**src/rtl/mem_bus_arbiter_if.sv**
```systemverilog
// Bundle of the two requester handshakes and the shared external memory bus.
interface mem_bus_arbiter_if #(
  parameter int unsigned ADDR_W = 32,
  parameter int unsigned DATA_W = 32
);

  // Port 0: cpu data-memory stage
  logic              req0;
  logic              wr_rd0;
  logic [ADDR_W-1:0] addr0;
  logic [DATA_W-1:0] wdata0;
  logic              gnt0;
  logic              done0;
  logic [DATA_W-1:0] rdata0;

  // Port 1: loader/debug port
  logic              req1;
  logic              wr_rd1;
  logic [ADDR_W-1:0] addr1;
  logic [DATA_W-1:0] wdata1;
  logic              gnt1;
  logic              done1;
  logic [DATA_W-1:0] rdata1;

  // Shared external memory bus
  logic              cs;
  logic              wr_rd;
  logic [ADDR_W-1:0] ADDR;
  logic [DATA_W-1:0] Data_BUS_WRITE;
  logic [DATA_W-1:0] Data_BUS_READ;

  // Arbiter side
  modport master (
    input  req0, wr_rd0, addr0, wdata0,
    input  req1, wr_rd1, addr1, wdata1,
    input  Data_BUS_READ,
    output gnt0, done0, rdata0,
    output gnt1, done1, rdata1,
    output cs, wr_rd, ADDR, Data_BUS_WRITE
  );

  // Requester / memory side
  modport slave (
    output req0, wr_rd0, addr0, wdata0,
    output req1, wr_rd1, addr1, wdata1,
    output Data_BUS_READ,
    input  gnt0, done0, rdata0,
    input  gnt1, done1, rdata1,
    input  cs, wr_rd, ADDR, Data_BUS_WRITE
  );

endinterface

```
**src/rtl/mem_bus_arbiter.sv**
```systemverilog
// Two-port round-robin arbiter and fixed-length sequencer for the external memory bus.
module mem_bus_arbiter #(
  parameter int unsigned ADDR_W      = 32,
  parameter int unsigned DATA_W      = 32,
  parameter int unsigned WAIT_CYCLES = 2
) (
  input  logic               CLK,
  input  logic               reset,
  mem_bus_arbiter_if.master  bus
);

  localparam int unsigned CNT_W = (WAIT_CYCLES > 0) ? $clog2(WAIT_CYCLES + 1) : 1;

  typedef enum logic [1:0] {
    IDLE   = 2'd0,
    ACCESS = 2'd1,
    DONE   = 2'd2
  } state_t;

  state_t            state_q, state_d;
  logic [CNT_W-1:0]  cnt_q, cnt_d;
  logic              owner_q, owner_d;
  logic              last_q, last_d;
  logic              cs_q, cs_d;
  logic              wr_rd_q, wr_rd_d;
  logic [ADDR_W-1:0] addr_q, addr_d;
  logic [DATA_W-1:0] wdata_q, wdata_d;
  logic              gnt0_q, gnt0_d;
  logic              gnt1_q, gnt1_d;
  logic              done0_q, done0_d;
  logic              done1_q, done1_d;
  logic [DATA_W-1:0] rdata0_q, rdata0_d;
  logic [DATA_W-1:0] rdata1_q, rdata1_d;
  logic              pick;

  // Next-state and next-output decode; every register holds unless the state says otherwise.
  always_comb begin
    state_d  = state_q;
    cnt_d    = cnt_q;
    owner_d  = owner_q;
    last_d   = last_q;
    cs_d     = cs_q;
    wr_rd_d  = wr_rd_q;
    addr_d   = addr_q;
    wdata_d  = wdata_q;
    gnt0_d   = gnt0_q;
    gnt1_d   = gnt1_q;
    done0_d  = done0_q;
    done1_d  = done1_q;
    rdata0_d = rdata0_q;
    rdata1_d = rdata1_q;
    pick     = 1'b0;

    case (state_q)
      IDLE: begin
        if (bus.req0 || bus.req1) begin
          // On a tie the port that did not own the bus last wins
          pick    = (bus.req0 && bus.req1) ? ~last_q : bus.req1;
          owner_d = pick;
          cs_d    = 1'b1;
          cnt_d   = CNT_W'(WAIT_CYCLES);
          state_d = ACCESS;
          if (pick) begin
            wr_rd_d = bus.wr_rd1;
            addr_d  = bus.addr1;
            wdata_d = bus.wdata1;
            gnt1_d  = 1'b1;
          end else begin
            wr_rd_d = bus.wr_rd0;
            addr_d  = bus.addr0;
            wdata_d = bus.wdata0;
            gnt0_d  = 1'b1;
          end
        end
      end

      ACCESS: begin
        if (cnt_q == '0) begin
          cs_d    = 1'b0;
          state_d = DONE;
          if (owner_q) begin
            done1_d = 1'b1;
            if (!wr_rd_q) rdata1_d = bus.Data_BUS_READ;
          end else begin
            done0_d = 1'b1;
            if (!wr_rd_q) rdata0_d = bus.Data_BUS_READ;
          end
        end else begin
          cnt_d = cnt_q - CNT_W'(1);
        end
      end

      DONE: begin
        done0_d = 1'b0;
        done1_d = 1'b0;
        gnt0_d  = 1'b0;
        gnt1_d  = 1'b0;
        last_d  = owner_q;
        state_d = IDLE;
      end

      default: begin
        state_d = IDLE;
      end
    endcase
  end

  // State and output registers; reset aborts any access in flight.
  always_ff @(posedge CLK) begin
    if (reset) begin
      state_q  <= IDLE;
      cnt_q    <= '0;
      owner_q  <= 1'b0;
      last_q   <= 1'b1;
      cs_q     <= 1'b0;
      wr_rd_q  <= 1'b0;
      addr_q   <= '0;
      wdata_q  <= '0;
      gnt0_q   <= 1'b0;
      gnt1_q   <= 1'b0;
      done0_q  <= 1'b0;
      done1_q  <= 1'b0;
      rdata0_q <= '0;
      rdata1_q <= '0;
    end else begin
      state_q  <= state_d;
      cnt_q    <= cnt_d;
      owner_q  <= owner_d;
      last_q   <= last_d;
      cs_q     <= cs_d;
      wr_rd_q  <= wr_rd_d;
      addr_q   <= addr_d;
      wdata_q  <= wdata_d;
      gnt0_q   <= gnt0_d;
      gnt1_q   <= gnt1_d;
      done0_q  <= done0_d;
      done1_q  <= done1_d;
      rdata0_q <= rdata0_d;
      rdata1_q <= rdata1_d;
    end
  end

  assign bus.cs             = cs_q;
  assign bus.wr_rd          = wr_rd_q;
  assign bus.ADDR           = addr_q;
  assign bus.Data_BUS_WRITE = wdata_q;
  assign bus.gnt0           = gnt0_q;
  assign bus.gnt1           = gnt1_q;
  assign bus.done0          = done0_q;
  assign bus.done1          = done1_q;
  assign bus.rdata0         = rdata0_q;
  assign bus.rdata1         = rdata1_q;

endmodule

```
**src/flat_wrapper.sv**
```systemverilog
// flat-port wrapper written by rule: the top's interface ports become plain ports
module mem_bus_arbiter_flat 
#(
  parameter int unsigned ADDR_W      = 32,
  parameter int unsigned DATA_W      = 32,
  parameter int unsigned WAIT_CYCLES = 2
)
  (CLK, reset, bus_req0, bus_wr_rd0, bus_addr0, bus_wdata0, bus_req1, bus_wr_rd1, bus_addr1, bus_wdata1, bus_Data_BUS_READ, bus_gnt0, bus_done0, bus_rdata0, bus_gnt1, bus_done1, bus_rdata1, bus_cs, bus_wr_rd, bus_ADDR, bus_Data_BUS_WRITE);
  mem_bus_arbiter_if #(.ADDR_W(ADDR_W), .DATA_W(DATA_W)) bus_i ();
  input  logic CLK;
  input  logic reset;
  input wire logic [$bits(bus_i.req0)-1:0] bus_req0;
  input wire logic [$bits(bus_i.wr_rd0)-1:0] bus_wr_rd0;
  input wire logic [$bits(bus_i.addr0)-1:0] bus_addr0;
  input wire logic [$bits(bus_i.wdata0)-1:0] bus_wdata0;
  input wire logic [$bits(bus_i.req1)-1:0] bus_req1;
  input wire logic [$bits(bus_i.wr_rd1)-1:0] bus_wr_rd1;
  input wire logic [$bits(bus_i.addr1)-1:0] bus_addr1;
  input wire logic [$bits(bus_i.wdata1)-1:0] bus_wdata1;
  input wire logic [$bits(bus_i.Data_BUS_READ)-1:0] bus_Data_BUS_READ;
  output wire logic [$bits(bus_i.gnt0)-1:0] bus_gnt0;
  output wire logic [$bits(bus_i.done0)-1:0] bus_done0;
  output wire logic [$bits(bus_i.rdata0)-1:0] bus_rdata0;
  output wire logic [$bits(bus_i.gnt1)-1:0] bus_gnt1;
  output wire logic [$bits(bus_i.done1)-1:0] bus_done1;
  output wire logic [$bits(bus_i.rdata1)-1:0] bus_rdata1;
  output wire logic [$bits(bus_i.cs)-1:0] bus_cs;
  output wire logic [$bits(bus_i.wr_rd)-1:0] bus_wr_rd;
  output wire logic [$bits(bus_i.ADDR)-1:0] bus_ADDR;
  output wire logic [$bits(bus_i.Data_BUS_WRITE)-1:0] bus_Data_BUS_WRITE;
  assign bus_i.req0 = bus_req0;
  assign bus_i.wr_rd0 = bus_wr_rd0;
  assign bus_i.addr0 = bus_addr0;
  assign bus_i.wdata0 = bus_wdata0;
  assign bus_i.req1 = bus_req1;
  assign bus_i.wr_rd1 = bus_wr_rd1;
  assign bus_i.addr1 = bus_addr1;
  assign bus_i.wdata1 = bus_wdata1;
  assign bus_i.Data_BUS_READ = bus_Data_BUS_READ;
  assign bus_gnt0 = bus_i.gnt0;
  assign bus_done0 = bus_i.done0;
  assign bus_rdata0 = bus_i.rdata0;
  assign bus_gnt1 = bus_i.gnt1;
  assign bus_done1 = bus_i.done1;
  assign bus_rdata1 = bus_i.rdata1;
  assign bus_cs = bus_i.cs;
  assign bus_wr_rd = bus_i.wr_rd;
  assign bus_ADDR = bus_i.ADDR;
  assign bus_Data_BUS_WRITE = bus_i.Data_BUS_WRITE;
  mem_bus_arbiter #(.ADDR_W(ADDR_W), .DATA_W(DATA_W), .WAIT_CYCLES(WAIT_CYCLES)) u_core (.CLK(CLK), .reset(reset), .bus(bus_i));
endmodule
```
**config.mk**
```make
export PLATFORM = sky130hd
export DESIGN_NAME = mem_bus_arbiter_flat
export DESIGN_NICKNAME = d
export VERILOG_FILES = /design/src/rtl/mem_bus_arbiter_if.sv /design/src/rtl/mem_bus_arbiter.sv /design/src/flat_wrapper.sv
export SDC_FILE = /design/constraint.sdc
export NUM_CORES = 1
export LEC_CHECK = 0
export ABC_AREA = 1
export ABC_CLOCK_PERIOD_IN_PS = 1950
export BUFFER_PORTS_ARGS = -buffer_cell sky130_fd_sc_hd__buf_4
export CAP_MARGIN = 20
export CORE_AREA = 2 2 115 117
export DETAILED_ROUTE_END_ITERATION = 8
export DIE_AREA = 0 0 117 119
export PLACE_DENSITY = 0.79
export SLEW_MARGIN = 10
export SYNTH_ARGS = -nofsm -noshare
export SYNTH_HDL_FRONTEND = slang
export SYNTH_SLANG_ARGS = --single-unit
```
**constraint.sdc**
```tcl
create_clock -name CLK -period 1.95 [get_ports CLK]
set_input_delay 0 -clock CLK [delete_from_list [all_inputs] [get_ports CLK]]
set_output_delay 0 -clock CLK [all_outputs]
set_load 0.1 [all_outputs]
```
==> summary.txt <==
Drt
  • Wirelength, routed: 29300 um
  • Drc violations: 0
  • First drt pass iteration count: 5
  • Routed WL per cell: 20.7 um
  • ANT nets after route: 0
  • Vias: between 7000 and 8000
  • Number of vias per cell: roughly 5.6
  • Initial DRC Count: about 930

Yosys
  • Synth Area in Compound Gates: 0.212
  • FFs w/ async S/R, synth: 0
  • Avg Synthesized Cell Area: 7.27 um2
  • Largest family of logic cells by synthesized area: compound AO/OA/AOI/OAI gates
  • Sequential element share of the synthesized area: 0.500
  • Synth unique cells: 21
  • Xor/xnor cell area share of the yosys netlist: 0
  • Dominant cells by area after synthesis: dfxtp_1 (50%), nand2_1 (9.6%), a21oi_1 (9.4%)
  • Synth Net Count: approximately 940
  • Synth area leader: dfxtp_1
  • Synthesized area: 5610 um2
  • Ys Warns: 0
  • Post-synth EDFFs: 0
  • Most frequent cells after synthesis: nand2_1 (143), dfxtp_1 (140), nor2_1 (138)
  • Area share of and/or/nand/nor cells after synthesis: 0.203
  • Post-Synth Adder-Cell Area: 0.00446
  • Post-Syn Instances: approximately 770
  • Post-synthesis mux area share: 0
  • Yosys reg bits: 140
  • Top cell type's share of synthesized area: 0.500
  • Most numerous cell in the Yosys netlist: nand2_1
  • Ys flop type: dfxtp_1

Floorplan
  • Initial core utilization: 0.435
  • Num ports: 300
  • Die span in y: ~120 um
  • Die ar.: roughly 14000 um2
  • CORE AREA: 12900 um2
  • Die X-Extent: roughly 120 um
  • Rows: 42

Final layout
  • Fin nets: about 1400
  • Fin cells: approximately 1400
  • FILL cells: between 600 and 700
  • Area Growth Syn to Fin: 87.9%
  • Share of layout cells above drive strength 1: 0.304

Global route
  • Initial antenna violation count: 6
  • GRT Util Overall: 0.376
  • First-pass GRT wire length: 40000 um
  • Largest net degree at the start of global routing: 82
  • Vias in the first global route: between 7000 and 8000
  • Gr ovfl total: 0

Min path
  • Type of the worst min-delay path: input pin to flop
  • Hold Crit Depth: 5

Timing
  • Final Cycle Share: 1.27
  • Clock Skew: 0.00854 ns
  • Slew @ Worst Pin: between 0.7 and 0.8 ns
  • Final setup TNS: -0.544 ns
  • Final Max Tran Viols: 0
  • Achievable Freq: 402 MHz
  • Setup violators final: 2
  • Fin crit period: between 2 and 2.5 ns
  • Final worst-path setup slack: -0.535 ns
  • RSZ-0062 raised after global routing: true
  • Hold Vio Cnt, Final: 0
  • Slew headroom: 0.491

Flow run
  • Max_cap viols: 0

Placement
  • GPL Wtd Cong: roughly 0.85
  • Port bufs: about 300
  • Pre-CTS WS: 0.317 ns
  • DP HPWL: 12500 um
  • Placed Instances: between 1000 and 1500

Clocking
  • H-tree levels: 4
  • Number of buffers created by CTS: 17
  • Clock tree buffer depth: 2
  • Clk Tree Root Cell: clkbuf_16
  • Clock transition at path regs: approximately 0.07 ns
  • CTS tree: yes
  • CTS Sinks: 140
  • Clock latency on the worst-skew pair: 0.43 ns

Worst setup path
  • Slowest CP cell: a21oi_1
  • Startpoint types: flop
  • WP depth: 7
  • Crit-path cells: nand2_1, nand2_4, clkinv_8, buf_12, a21oi_1, nor2_1, dlygate4sd3_1
  • CP delay by family, top: buffers and inverters
  • R2R Setup Slk: -0.53 ns
  • R2r worst-path depth: 7
  • Critical Path End Type: flop
  • Crit path kind: flop to flop
  • Critical path required time: approximately 2.3 ns
  • WP buf/inv: 3
  • Worst path arrival time: approximately 2.8 ns
  • Highest fanout seen on the critical path: 36
  • Crit-path max cell delay: ~0.64 ns

Status
  • Failing checks: negative setup slack
  • Status: finished, violations left

Pwr
  • Leakage dissipation: ~5.1 nW
  • Power Density: approximately 1100 nW/um2
  • VDD IR max: slightly above 0.0006 V
-- cells by family (layout without fill, tap and decap cells) --
kind of cell,count (synthesis),count (layout)
compound gates,237,237
buf+inv,98,559
flops,140,140
other cells,0,5
simple gates,294,294
fa+ha+maj,2,2
-- what timing repair did --
action | 4_1_cts | 5_1_grt
gates resized for setup | 0 | 29
hold buffers | 164 | 7
buffers inserted | 0 | 8
endpoints found under the hold margin | 138 | 7
setup endpoints to repair | 0 | 30
-- layout make-up --
type                    count  area (um2)  area share
repair buffers            484        4200       0.399
flip-flops and latches    140        2810       0.266
multi-input cells         533        2400       0.228
clock buffers              20         457      0.0434
clock inverters            12         264      0.0251
well taps                 176         220      0.0209
inverters                  43         174      0.0165
diodes                      5        12.5     0.00119
-- sequential cells by signal, indices dropped and copies added, names as in the netlist --
register / count
u_core.bus.ADDR: 32
u_core.bus.Data_BUS_WRITE: 32
u_core.bus.rdata0: 32
u_core.bus.rdata1: 32
u_core.cnt_q: 2
u_core.state_q: 2
u_core.bus.cs: 1
u_core.bus.done0: 1
u_core.bus.done1: 1
u_core.bus.gnt0: 1
u_core.bus.gnt1: 1
u_core.bus.wr_rd: 1
u_core.last_q: 1
u_core.owner_q: 1
-- report_power, final --
| group | internal [W] | switching, W | total [W] | leakage (nW) |
|---|---|---|---|---|
| clock | 0.00272 | 0.00128 | 0.00400 | 0.354 |
| sequential | 0.00318 | 0.000217 | 0.00340 | 1.15 |
| combinational | 0.00127 | 0.00336 | 0.00463 | 3.57 |
| total | 0.00717 | 0.00486 | 0.0120 | 5.08 |
-- per-stage QoR --
step	hold WS, ns	cell area (um2)	util	total power [W]
after global routing	0.0138	10500	0.818	0.0123
after CTS	0.0299	10300	0.802	0.0116
after floorplan	0.135	5610	-	0.00633
final	0.0463	10500	0.818	0.0120
after global placement	0.222	7960	0.618	0.00726
after detailed placement	0.228	7960	0.618	0.00729
-- per-layer routing --
| metal | vias to the layer above | part of all wire | GRT usage |
|---|---|---|---|
| met3 | 272 | 0.13 | 0.148 |
| met1 | 3555 | 0.33 | 0.376 |
| li1 | 3405 | - | - |
| met5 | - | 0 | 0 |
| met2 | 697 | 0.45 | 0.607 |
| met4 | 0 | 0.099 | 0.308 |
-- worst register-to-register path, delay by kind of cell, from the launching register on --
family / cells / cell delay (ns)
AND/OR/NAND/NOR: 3 / 0.42
flip-flops: 1 / 0.34
AO/OA/AOI/OAI: 1 / 0.66
buffers and inverters: 3 / 0.97
-- worst paths after layout --
kind                                             from                            to
worst min register to register  u_core.bus.rdata0[30]         u_core.bus.rdata0[30]
worst max-delay path                    u_core.last_q  u_core.bus.Data_BUS_WRITE[4]
worst max register to register          u_core.last_q  u_core.bus.Data_BUS_WRITE[4]
worst min-delay path                    bus_addr0[27]           u_core.bus.ADDR[27]
-- cell usage in the layout, fill, tap and decap left out --
cell / n
clkinv_2: 3
dfxtp_2: 2
o21ai_1: 29
o21ai_0: 103
dfxtp_1: 138
diode_2: 5
nand3_2: 1
dlygate4sd3_1: 157
a21oi_2: 3
buf_8: 2
a21oi_1: 100
ha_1: 2
nor4_1: 1
clkinv_4: 1
buf_4: 311
clkinv_8: 1
clkbuf_16: 20
nand2_2: 2
nor2_4: 1
nor3_1: 2
nor3_2: 1
buf_12: 7
nand2_1: 140
dlymetal6s4s_1: 3
a21oi_4: 2
nor2_1: 137
clkbuf_8: 2
buf_6: 1
nand3_1: 6
nand2_4: 1
inv_1: 39
bufinv_16: 8
clkbuf_1: 1
inv_2: 3
nor2_2: 2
(Power assumes the default switching activity.)
